==> src/rtl/exc_ctrl_if.sv <==
// Pipeline <-> exception sequencer bundle: fault requests in, special-register
// write strobes, privilege, and fetch redirect out.
interface exc_ctrl_if #(
   parameter int XLEN  = 32,
   parameter int CNT_W = 16
);
   logic            exc_if_valid;
   logic [XLEN-1:0] exc_if_pc;
   logic            exc_id_valid;
   logic [XLEN-1:0] exc_id_pc;
   logic            exc_mem_valid;
   logic [XLEN-1:0] exc_mem_pc;
   logic [XLEN-1:0] exc_mem_addr;
   logic            iret_req;
   logic [XLEN-1:0] rm0_in;

   logic [XLEN-1:0]  sr_rm0;
   logic [XLEN-1:0]  sr_rm1;
   logic [XLEN-1:0]  sr_rm2;
   logic             priv;
   logic             flush;
   logic             stall;
   logic             redirect_valid;
   logic [XLEN-1:0]  redirect_pc;
   logic             busy;
   logic [CNT_W-1:0] exc_count;

   modport master (
      output exc_if_valid, exc_if_pc, exc_id_valid, exc_id_pc,
             exc_mem_valid, exc_mem_pc, exc_mem_addr, iret_req, rm0_in,
      input  sr_rm0, sr_rm1, sr_rm2, priv, flush, stall,
             redirect_valid, redirect_pc, busy, exc_count
   );

   modport slave (
      input  exc_if_valid, exc_if_pc, exc_id_valid, exc_id_pc,
             exc_mem_valid, exc_mem_pc, exc_mem_addr, iret_req, rm0_in,
      output sr_rm0, sr_rm1, sr_rm2, priv, flush, stall,
             redirect_valid, redirect_pc, busy, exc_count
   );
endinterface

==> src/rtl/exc_ctrl.sv <==
// Exception/trap sequencer: arbitrates IF/ID/MEM faults and iret, flushes the
// pipeline, commits the exception record in one save pulse, redirects fetch.
//
//   state    | meaning
//   ---------+----------------------------------------------------------
//   IDLE     | pipeline running, requests sampled
//   FLUSH    | kill in-flight instructions, FLUSH_CYCLES cycles
//   SAVE     | single-cycle commit of rm0/rm1/rm2
//   REDIRECT | fetch from HANDLER_PC, enter supervisor
//   IRET     | fetch from rm0, drop to user
module exc_ctrl #(
   parameter int              XLEN         = 32,
   parameter logic [XLEN-1:0] HANDLER_PC   = 32'h0000_2000,
   parameter int              FLUSH_CYCLES = 2,
   parameter int              CNT_W        = 16
) (
   input logic       clk,
   input logic       reset,
   exc_ctrl_if.slave ctl
);
   typedef enum logic [2:0] {IDLE, FLUSH, SAVE, REDIRECT, IRET} state_t;

   state_t           state;
   logic [3:0]       flush_cnt;
   logic [XLEN-1:0]  pc_q, addr_q;
   logic [2:0]       cause_q;
   logic [XLEN-1:0]  sr_rm0_q, sr_rm1_q, sr_rm2_q, redirect_pc_q;
   logic             priv_q, flush_q, stall_q, redirect_valid_q, busy_q;
   logic [CNT_W-1:0] count_q;

   logic             take_exc, take_iret;
   logic [2:0]       req_cause;
   logic [XLEN-1:0]  req_pc, req_addr;

   // Oldest instruction wins: MEM > ID > iret > IF.
   always_comb begin
      take_exc  = 1'b0;
      take_iret = 1'b0;
      req_cause = 3'd0;
      req_pc    = '0;
      req_addr  = '0;
      if (ctl.exc_mem_valid) begin
         take_exc  = 1'b1;
         req_cause = 3'd3;
         req_pc    = ctl.exc_mem_pc;
         req_addr  = ctl.exc_mem_addr;
      end else if (ctl.exc_id_valid) begin
         take_exc  = 1'b1;
         req_cause = 3'd2;
         req_pc    = ctl.exc_id_pc;
      end else if (ctl.iret_req) begin
         if (priv_q) begin
            take_iret = 1'b1;
         end else begin
            take_exc  = 1'b1;
            req_cause = 3'd4;
            req_pc    = ctl.exc_id_pc;
         end
      end else if (ctl.exc_if_valid) begin
         take_exc  = 1'b1;
         req_cause = 3'd1;
         req_pc    = ctl.exc_if_pc;
      end
   end

   always_ff @(posedge clk) begin
      if (reset) begin
         state            <= IDLE;
         flush_cnt        <= '0;
         pc_q             <= '0;
         addr_q           <= '0;
         cause_q          <= '0;
         sr_rm0_q         <= '0;
         sr_rm1_q         <= '0;
         sr_rm2_q         <= '0;
         redirect_pc_q    <= '0;
         priv_q           <= 1'b1;
         flush_q          <= 1'b0;
         stall_q          <= 1'b0;
         redirect_valid_q <= 1'b0;
         busy_q           <= 1'b0;
         count_q          <= '0;
      end else begin
         // Outputs describe the state being entered; rm writes default to 0.
         sr_rm0_q         <= '0;
         sr_rm1_q         <= '0;
         sr_rm2_q         <= '0;
         redirect_pc_q    <= '0;
         flush_q          <= 1'b0;
         stall_q          <= 1'b0;
         redirect_valid_q <= 1'b0;
         busy_q           <= 1'b0;
         case (state)
            IDLE: begin
               if (take_exc) begin
                  state     <= FLUSH;
                  flush_cnt <= 4'(FLUSH_CYCLES - 1);
                  pc_q      <= req_pc;
                  addr_q    <= req_addr;
                  cause_q   <= req_cause;
                  flush_q   <= 1'b1;
                  stall_q   <= 1'b1;
                  busy_q    <= 1'b1;
               end else if (take_iret) begin
                  state            <= IRET;
                  flush_q          <= 1'b1;
                  redirect_valid_q <= 1'b1;
                  redirect_pc_q    <= ctl.rm0_in;
                  busy_q           <= 1'b1;
               end
            end
            FLUSH: begin
               flush_q <= 1'b1;
               stall_q <= 1'b1;
               busy_q  <= 1'b1;
               if (flush_cnt == 4'd0) begin
                  state    <= SAVE;
                  sr_rm0_q <= pc_q;
                  sr_rm1_q <= addr_q;
                  sr_rm2_q <= {{(XLEN-3){1'b0}}, cause_q};
               end else begin
                  flush_cnt <= flush_cnt - 4'd1;
               end
            end
            SAVE: begin
               state            <= REDIRECT;
               stall_q          <= 1'b1;
               redirect_valid_q <= 1'b1;
               redirect_pc_q    <= HANDLER_PC;
               busy_q           <= 1'b1;
               if (count_q != '1)
                  count_q <= count_q + CNT_W'(1);
            end
            REDIRECT: begin
               state  <= IDLE;
               priv_q <= 1'b1;
            end
            IRET: begin
               state  <= IDLE;
               priv_q <= 1'b0;
            end
            default: state <= IDLE;
         endcase
      end
   end

   assign ctl.sr_rm0         = sr_rm0_q;
   assign ctl.sr_rm1         = sr_rm1_q;
   assign ctl.sr_rm2         = sr_rm2_q;
   assign ctl.priv           = priv_q;
   assign ctl.flush          = flush_q;
   assign ctl.stall          = stall_q;
   assign ctl.redirect_valid = redirect_valid_q;
   assign ctl.redirect_pc    = redirect_pc_q;
   assign ctl.busy           = busy_q;
   assign ctl.exc_count      = count_q;
endmodule

==> src/flat_wrapper.sv <==
// flat-port wrapper written by rule: the top's interface ports become plain ports
module exc_ctrl_flat 
#(
   parameter int              XLEN         = 32,
   parameter logic [XLEN-1:0] HANDLER_PC   = 32'h0000_2000,
   parameter int              FLUSH_CYCLES = 2,
   parameter int              CNT_W        = 16
)
  (clk, reset, ctl_exc_if_valid, ctl_exc_if_pc, ctl_exc_id_valid, ctl_exc_id_pc, ctl_exc_mem_valid, ctl_exc_mem_pc, ctl_exc_mem_addr, ctl_iret_req, ctl_rm0_in, ctl_sr_rm0, ctl_sr_rm1, ctl_sr_rm2, ctl_priv, ctl_flush, ctl_stall, ctl_redirect_valid, ctl_redirect_pc, ctl_busy, ctl_exc_count);
  exc_ctrl_if #(.XLEN(XLEN), .CNT_W(CNT_W)) ctl_i ();
  input logic clk;
  input logic reset;
  input wire logic [$bits(ctl_i.exc_if_valid)-1:0] ctl_exc_if_valid;
  input wire logic [$bits(ctl_i.exc_if_pc)-1:0] ctl_exc_if_pc;
  input wire logic [$bits(ctl_i.exc_id_valid)-1:0] ctl_exc_id_valid;
  input wire logic [$bits(ctl_i.exc_id_pc)-1:0] ctl_exc_id_pc;
  input wire logic [$bits(ctl_i.exc_mem_valid)-1:0] ctl_exc_mem_valid;
  input wire logic [$bits(ctl_i.exc_mem_pc)-1:0] ctl_exc_mem_pc;
  input wire logic [$bits(ctl_i.exc_mem_addr)-1:0] ctl_exc_mem_addr;
  input wire logic [$bits(ctl_i.iret_req)-1:0] ctl_iret_req;
  input wire logic [$bits(ctl_i.rm0_in)-1:0] ctl_rm0_in;
  output wire logic [$bits(ctl_i.sr_rm0)-1:0] ctl_sr_rm0;
  output wire logic [$bits(ctl_i.sr_rm1)-1:0] ctl_sr_rm1;
  output wire logic [$bits(ctl_i.sr_rm2)-1:0] ctl_sr_rm2;
  output wire logic [$bits(ctl_i.priv)-1:0] ctl_priv;
  output wire logic [$bits(ctl_i.flush)-1:0] ctl_flush;
  output wire logic [$bits(ctl_i.stall)-1:0] ctl_stall;
  output wire logic [$bits(ctl_i.redirect_valid)-1:0] ctl_redirect_valid;
  output wire logic [$bits(ctl_i.redirect_pc)-1:0] ctl_redirect_pc;
  output wire logic [$bits(ctl_i.busy)-1:0] ctl_busy;
  output wire logic [$bits(ctl_i.exc_count)-1:0] ctl_exc_count;
  assign ctl_i.exc_if_valid = ctl_exc_if_valid;
  assign ctl_i.exc_if_pc = ctl_exc_if_pc;
  assign ctl_i.exc_id_valid = ctl_exc_id_valid;
  assign ctl_i.exc_id_pc = ctl_exc_id_pc;
  assign ctl_i.exc_mem_valid = ctl_exc_mem_valid;
  assign ctl_i.exc_mem_pc = ctl_exc_mem_pc;
  assign ctl_i.exc_mem_addr = ctl_exc_mem_addr;
  assign ctl_i.iret_req = ctl_iret_req;
  assign ctl_i.rm0_in = ctl_rm0_in;
  assign ctl_sr_rm0 = ctl_i.sr_rm0;
  assign ctl_sr_rm1 = ctl_i.sr_rm1;
  assign ctl_sr_rm2 = ctl_i.sr_rm2;
  assign ctl_priv = ctl_i.priv;
  assign ctl_flush = ctl_i.flush;
  assign ctl_stall = ctl_i.stall;
  assign ctl_redirect_valid = ctl_i.redirect_valid;
  assign ctl_redirect_pc = ctl_i.redirect_pc;
  assign ctl_busy = ctl_i.busy;
  assign ctl_exc_count = ctl_i.exc_count;
  exc_ctrl #(.XLEN(XLEN), .HANDLER_PC(HANDLER_PC), .FLUSH_CYCLES(FLUSH_CYCLES), .CNT_W(CNT_W)) u_core (.clk(clk), .reset(reset), .ctl(ctl_i));
endmodule
==> config.mk <==
export PLATFORM = sky130hd
export DESIGN_NAME = exc_ctrl_flat
export DESIGN_NICKNAME = d
export VERILOG_FILES = /design/src/rtl/exc_ctrl_if.sv /design/src/rtl/exc_ctrl.sv /design/src/flat_wrapper.sv
export SDC_FILE = /design/constraint.sdc
export NUM_CORES = 1
export LEC_CHECK = 0
export CAP_MARGIN = 20
export CORE_AREA = 2 2 149 151
export DETAILED_ROUTE_END_ITERATION = 8
export DIE_AREA = 0 0 151 153
export HOLD_SLACK_MARGIN = 0.15
export PLACE_DENSITY = 0.77
export SLEW_MARGIN = 10
export SYNTH_ARGS = -nofsm -noshare
export SYNTH_HDL_FRONTEND = slang
export SYNTH_SLANG_ARGS = --single-unit
export TNS_END_PERCENT = 20
==> constraint.sdc <==
create_clock -name clk -period 1.85 [get_ports clk]
set_input_delay 0.185 -clock clk [delete_from_list [all_inputs] [get_ports clk]]
set_output_delay 0.185 -clock clk [all_outputs]
set_load 0.01 [all_outputs]
# Word level (Yosys, flattened, before mapping)
# Cells that the tools add are included.
[totals] ff_bits=223 in_bits=166 output_inout_bits=149 elab_cells=79
[op_classes] add_sub_neg=2 n_eq_ne=9 n_mux=39 bitwise_logic=2 n_reduce_logical=11
[op_table] op="$mux W32" count=8
[op_table] op="$pmux W32 S2" count=1
[op_table] op="$mux W3" count=7
[op_table] op="$add A16 B1 Y16 const B" count=1
[op_table] op="$ne A16 B16 Y1 const B" count=1
[op_table] op="$mux W1" count=14
[op_table] op="$pmux W1 S2" count=5
[op_table] op="$pmux W3 S3" count=1
[op_table] op="$mux W4" count=2
[op_table] op="$pmux W4 S2" count=1
[op_table] op="$eq A3 B2 Y1 const B" count=2
[op_table] op="$reduce_and A2 Y1" count=3
[op_table] op="$logic_not A4 Y1" count=1
[op_table] op="$ne A2 B1 Y1 const B" count=2
[op_table] op="$reduce_bool A2 Y1" count=2
[op_table] op="$reduce_or A2 Y1" count=2
[op_table] op="$sub A4 B1 Y4 const B" count=1
[op_table] op="$eq A3 B1 Y1 const B" count=1
[op_table] op="$eq A3 B3 Y1 const B" count=1
[op_table] op="$logic_not A3 Y1" count=1
[op_table] op="$ne A3 B1 Y1 const B" count=1
[op_table] op="$reduce_and A3 Y1" count=1
[op_table] op="$reduce_or A3 Y1" count=1
[op_table] op="$ne A2 B2 Y1 const B" count=1
[op_table] op="$not A1 Y1" count=2

# Logic depth before layout (Yosys ltp)
# Gate-level depths: netlist of the first run.
[logic_depth] word_depth=7 ltp_mapped=7 depth_no_buf=6

# Worst setup path after synthesis of the first run
# No wires, ideal clock.
[synth_path] path_type="register to register" startpoint="register u_core.count_q[0] (netlist: u_core.ctl.exc_count[0])" endpoint="register u_core.count_q[1] (netlist: u_core.ctl.exc_count[1])" setup_ns=0.132 arrival_time_ns=1.805 required_time_ns=1.718 path_slack_ns=-0.087 path_stages_with_launch=7 n_path_buf=1 period_less_slack_ns=1.937 path_cell_list="dfxtp_1 > ha_1 > nand3_1 > nor4_1 > buf_2 > nand3b_1 > a21oi_1"
[synth_via] elab_chain_len=2 word_cells_on_any_way=3 cone_classes="1 x add/sub; 1 x eq/ne; 1 x reduce/logical"
[synth_lines] element="start: declaration" line_no="exc_ctrl.sv:29" text="logic [CNT_W-1:0] count_q;"
[synth_lines] element="start signal: assignment" line_no="exc_ctrl.sv:132" text="count_q <= count_q + CNT_W'(1);"
[synth_lines] element="branches (longest 2 deep; another with $add A16 B1 Y16)"
# Parallel ways; which one is timed is not known.
# A chain may end at the register's enable or synchronous reset.

# Worst setup path in the final report of the first run
[layout_path] startpoint="register u_core.state[2]" endpoint="register u_core.sr_rm0_q[31] (netlist: u_core.ctl.sr_rm0[31])"
[layout_via] elab_chain_len=3
[layout_lines] element="start: declaration" line_no="exc_ctrl.sv:23" text="state_t state;"
[layout_lines] element="start signal: assignment" line_no="exc_ctrl.sv:68" text="state <= IDLE;"
[layout_lines] element="start signal: assignment" line_no="exc_ctrl.sv:96" text="state <= FLUSH;"
[layout_lines] element="start signal: assignment" line_no="exc_ctrl.sv:105" text="state <= IRET;"
[layout_lines] element="$eq A3 B1 Y1" line_no="exc_ctrl.sv:93" text="case (state)"
[layout_lines] element="$not A1 Y1 (no line)"
[layout_lines] element="$reduce_or A3 Y1 (no line)"
[layout_lines] element="end signal: assignment" line_no="exc_ctrl.sv:118" text="sr_rm0_q <= pc_q;"
[layout_lines] element="end: declaration" line_no="exc_ctrl.sv:27" text="logic [XLEN-1:0] sr_rm0_q, sr_rm1_q, sr_rm2_q, redirect_pc_q;"
# No other way between the ends.

==> results of run 1 <==
==> layout make-up <==
cell class	instances	area, um2
well taps	280	350
clock buffers	18	429
clock inverters	14	166
inverters	5	18.8
diodes	1	2.50
multi-input cells	550	3270
fillers	1940	9910
flip-flops and latches	194	3890
repair buffers	342	3450
==> flip-flops by register name (all words and copies together) (netlist names) <==
name	flops
u_core.addr_q	32
u_core.ctl.redirect_pc	32
u_core.ctl.sr_rm0	32
u_core.ctl.sr_rm1	32
u_core.pc_q	32
u_core.ctl.exc_count	16
u_core.flush_cnt	4
u_core.cause_q	3
u_core.ctl.sr_rm2	3
u_core.state	3
u_core.ctl.busy	1
u_core.ctl.flush	1
u_core.ctl.priv	1
u_core.ctl.redirect_valid	1
u_core.ctl.stall	1
==> layer usage <==
layer / global-route usage / part of all wire / wire (um)
met2: 0.313 / 0.48 / 10700
met1: 0.224 / 0.42 / 9320
met5: 0 / 0 / 0
met4: 0.0668 / 0.024 / 535
met3: 0.0487 / 0.069 / 1530
==> power by group <==
| group | leakage, nW | switching [mW] | internal, mW |
|---|---|---|---|
| registers | 1.58 | 0.115 | 4.44 |
| clock network | 0.288 | 1.79 | 1.93 |
| logic | 2.46 | 0.966 | 1.02 |
==> worst max-delay path: stages (launching register included) <==
cell,delay [ps]
dfxtp_2,360
buf_4,150
or3b_2,520
nor3_4,240
buf_12,250
and2_1,180
==> final timing paths <==
| check | from | end | slack (ps) | cells past startpoint |
|---|---|---|---|---|
| setup / recovery | u_core.state[2]$_SDFFE_PP0P_ | u_core.ctl.sr_rm0[31]$_SDFF_PP0_ | 50 | 5 |
| hold reg to reg | u_core.addr_q[26]$_SDFFE_PP0P_ | u_core.addr_q[26]$_SDFFE_PP0P_ | 440 | 2 |
| hold / removal | ctl_exc_mem_valid | u_core.cause_q[1]$_SDFFE_PP0P_ | 270 | 4 |
| setup reg to reg | u_core.state[2]$_SDFFE_PP0P_ | u_core.ctl.sr_rm0[31]$_SDFF_PP0_ | 50 | 5 |
==> layout by cell type, fill, tap and decap left out, drive strengths merged, types with 13 or more instances in the layout <==
master / n
a21boi: 32
a21oi: 80
and2: 130
buf: 58
clkbuf: 18
clkdlybuf4s50: 283
conb: 29
dfxtp: 194
nand2: 72
nand2b: 34
nand3: 38
nor2: 13
o311ai: 32
==> what timing repair did <==
item	CTS	global route
hold endpoints to repair	8	0
pin swaps	0	0
hold buffers	1	0
resized for setup	3	12
cloned	0	0
setup endpoints to repair	5	53
==> logic make-up (layout without fill, tap and decap cells) <==
| group | Yosys count | after routing |
|---|---|---|
| AO/OA/AOI/OAI | 169 | 169 |
| XOR/XNOR | 2 | 2 |
| adder cells (fa/ha/maj) | 2 | 2 |
| buffers and inverters | 94 | 379 |
| flip-flops | 194 | 194 |
| multiplexers | 3 | 3 |
| other | 1 | 30 |
| AND/OR/NAND/NOR | 345 | 345 |
==> stage by stage <==
stage | power (mW) | hold WS, ps
2_1_floorplan | 5.59 | 307
3_3_place_gp | 6.58 | 433
3_5_place_dp | 6.62 | 437
4_1_cts | 10.4 | 250
5_1_grt | 10.8 | 289
6_report | 10.3 | 271
==> flow_metrics.tcl, run 1 <==
set metrics [dict create \
    outcome "finished, final reports clean" \
    setup_tns_ps 0 \
    ant_nets 0 \
    cp-end-kind "flop" \
    muxShareOfSynthArea 0.00437 \
    io_buffer_count 285 \
    first_pass_iters 4 \
    yosysUniqueCellTypes 46 \
    grt_max_degree 61 \
    synth_edf_count 0 \
    fin_crit_ps 1800 \
    start_kind "flop" \
    drtIter0Drc 307 \
    hold_class "in2reg" \
    drv_cap 0 \
    dp_cells 1370 \
    wl_um 22100 \
    ys.flop_type "dfxtp_1" \
    clock_latency_ps 430 \
    num_rows 54 \
    start_util 0.347 \
    synth-compound-area-share 0.147 \
    fmax_mhz 557 \
    netlist_top_cells_count "dfxtp_1 (194), and2_1 (130), a21oi_1 (80)" \
    syn2layout_area_growth_pct 55.3 \
    tritoncts "built" \
    synth_top_area_frac 0.521 \
    finClkSkew_ps 18.2 \
    yosysTopAreaCell "dfxtp_1" \
    fin_util 0.539 \
    via_per_inst 4.78 \
    ir_drop_v 0.000529 \
    h-tree-depth 4 \
    fin_area_um2 11600 \
    synth_area_um2 7450 \
    grt_antenna_before_repair 0 \
    post-route-period-util 0.971 \
    synth_top_family_by_area "simple AND/OR/NAND/NOR gates" \
    dieArea_um2 23100 \
    synth_seq_cells 194 \
    synthTopCellsByArea "dfxtp_1 (52%), and2_1 (11%), a21oi_1 (5.4%), o311ai_0 (3.6%), nand2_1 (3.6%)" \
    crit_required_ps 2210 \
    layout-drive-gt1-share 0.0997 \
    setup-violations-final 0 \
    avgRoutedWirePerCell_um 15.7 \
    p_leak_nw 4.33 \
    coreArea_um2 21500 \
    synth_most_common_cell "dfxtp_1" \
    grt_pass1_vias 6403 \
    finalWeightedCongestion 0.828 \
    yosys_warnings 0 \
    grt_pass1_wl_um 33400 \
    worstMarginPinSlew_ps 621 \
    finalMaxSlewViolations 0 \
    synthesis.instances 810 \
    crit_type "reg2reg" \
    final_cells 1404 \
    ys_seq_area_frac 0.521 \
    relSlewSlack 0.586 \
    synthArstFlopShare 0 \
    vias 6715 \
    preCtsSetupSlack_ps -127 \
    die_y_um 153 \
    synth_xor_area_frac 0.00235 \
    clockBufferDepth 2 \
    worst-path-max-fanout 60 \
    rsz0062_at_grt "yes" \
    final_hold_viol_count 0 \
    synth.avg_cell_area_um2 9.20 \
    grt_usage 0.185 \
    clock_sinks 194 \
    synthSimpleGateAreaFrac 0.257 \
    cp.arrival_ps 2160 \
    clockRootBuffer "clkbuf_16" \
    synthAdderAreaFrac 0.00336 \
    postPlaceCellArea_um2 10900 \
    cts_made_buffers 17 \
    overflow 0 \
    drc_errors 0 \
    layout.nets 1278 \
    setup_slack_ps 54.1 \
    pin_count 315 \
    path_clk_slew_ps 70 \
    power.density_nw_per_um2 887 \
    dieWidth_um 151 \
    postCtsSetupRepairBufs 0 \
    dp_hpwl_um 15900 \
]
Note: power is estimated with default switching activity, not from simulation.
==> run 2, diff against run 1 <==
REMOVE_ABC_BUFFERS = 1   (was unset)
==> run 2 against run 1 <==
  * Via count down 0.82%
  * Final cell count down 0.50%
  * Sequential power about the same
  * Critical endpoint is now u_core.ctl.exc_count[6]$_SDFFE_PP0P_
  * Largest cell class unchanged
  * Largest power group unchanged
==> flow_metrics.tcl, run 2 (synthesis results as in run 1) <==
set metrics [dict create \
    crit_type "reg2reg" \
    final_hold_viol_count 0 \
    grt_use_met2 0.310 \
    clockRootBuffer "clkbuf_16" \
    path_clk_slew_ps 80 \
    layout.nets 1272 \
    grt_use_met3 0.0451 \
    layout-drive-gt1-share 0.0949 \
    clockBufferDepth 2 \
    p_sw_mw 2.81 \
    finalWeightedCongestion 0.787 \
    io_buffer_count 285 \
    fin_util 0.539 \
    p_sw_frac 0.267 \
    drv_cap 0 \
    dp_cells 1362 \
    num_rows 54 \
    worstMarginPinSlew_ps 509 \
    start_util 0.347 \
    fin_area_um2 11600 \
    die_y_um 153 \
    setup-violations-final 0 \
    finalMaxSlewViolations 0 \
    first_pass_iters 4 \
    vias 6660 \
    grt_busiest_layer "met2" \
    diodes 0 \
    postPlaceCellArea_um2 10900 \
    dieArea_um2 23100 \
    grt_antenna_before_repair 0 \
    whs_ps 278 \
    cp.arrival_ps 2160 \
    grt_pass1_wl_um 33100 \
    start_kind "flop" \
    ir_drop_v 0.000579 \
    h-tree-depth 4 \
    grt_usage 0.182 \
    power.density_nw_per_um2 907 \
    clock_latency_ps 430 \
    layout_common_cells "clkdlybuf4s50_1 (283), dfxtp_1 (190), and2_1 (130)" \
    outcome "finished, final reports clean" \
    overflow 0 \
    syn2layout_area_growth_pct 55.4 \
    clockPowerShare 0.376 \
    pin_count 315 \
    dp_hpwl_um 15400 \
    clock_sinks 194 \
    relSlewSlack 0.658 \
    post-route-period-util 0.969 \
    cp-end-kind "flop" \
    final_cells 1397 \
    grt_pass1_vias 6525 \
    worst-path-max-fanout 6 \
    wl_um 21800 \
    seqPwrFrac 0.436 \
    intPower_mw 7.70 \
    crit_required_ps 2220 \
    grt_max_degree 95 \
    met1_usage 0.218 \
    drc_errors 0 \
    cts_made_buffers 17 \
    via_per_inst 4.77 \
    dieWidth_um 151 \
    final_common_cell "clkdlybuf4s50_1" \
    avgRoutedWirePerCell_um 15.6 \
    hold_class "in2reg" \
    drtIter0Drc 283 \
    fin_crit_ps 1790 \
    ant_nets 0 \
    tritoncts "built" \
    p_leak_nw 4.33 \
    fmax_mhz 558 \
    finClkSkew_ps 19.4 \
    power_frac_comb 0.188 \
    coreArea_um2 21500 \
]
-- run 2: layout make-up --
class | count | area (um2)
flip-flops and latches | 194 | 3890
multi-input cells | 550 | 3270
clock buffers | 19 | 443
inverters | 5 | 18.8
well taps | 280 | 350
fillers | 1919 | 9910
repair buffers | 336 | 3420
clock inverters | 13 | 189
-- run 2: through the flow --
step	TNS, ps	power [mW]	setup slack, ps
6_report	0	10.5	57.7
5_1_grt	-54.7	11.0	-17.6
4_1_cts	0	10.6	16.3
3_5_place_dp	-2860	6.61	-112
3_3_place_gp	-496	6.57	-49.6
2_1_floorplan	-129180	5.42	-1230
-- run 2: critical path, stage by stage (launching register included) --
cell and delay [ps]:
dfxtp_1 370, or3b_4 450, or2_4 280, or4_1 500
a21oi_1 140
-- run 2: repair_timing --
item / 4_1_cts / 5_1_grt
pin swaps: 1 / 1
buffers inserted: 0 / 1
hold endpoints to repair: 1 / 0
gates cloned: 0 / 1
setup endpoints to repair: 28 / 55
resized for setup: 2 / 11
hold buffers: 1 / 0
-- run 2: path summary, 6_finish.rpt --
check                                                   from                                    to  slack, ps  cells after the start
worst max-delay path            u_core.state[2]$_SDFFE_PP0P_  u_core.ctl.exc_count[6]$_SDFFE_PP0P_         60                      4
worst min-delay path                       ctl_exc_mem_valid         u_core.addr_q[3]$_SDFFE_PP0P_        280                      4
worst max register to register  u_core.state[2]$_SDFFE_PP0P_  u_core.ctl.exc_count[6]$_SDFFE_PP0P_         60                      4
worst min register to register  u_core.pc_q[16]$_SDFFE_PP0P_      u_core.ctl.sr_rm0[16]$_SDFF_PP0_        450                      1
-- run 2: power by group through the flow --
stage,Sequential (mW),Clock (mW),Combinational (mW)
after detailed placement,4.67,0,1.94
after global placement,4.66,0,1.91
after floorplan,4.68,0,0.736
after CTS,4.58,4.03,1.97
final,4.58,3.95,1.97
after global routing,4.61,4.20,2.15
-- run 2: layer usage --
metal / vias up / part of all wire
met2: 251 / 0.49
met4: 0 / 0.026
met1: 3070 / 0.42
li1: 3303 / -
met5: - / 0
met3: 36 / 0.063
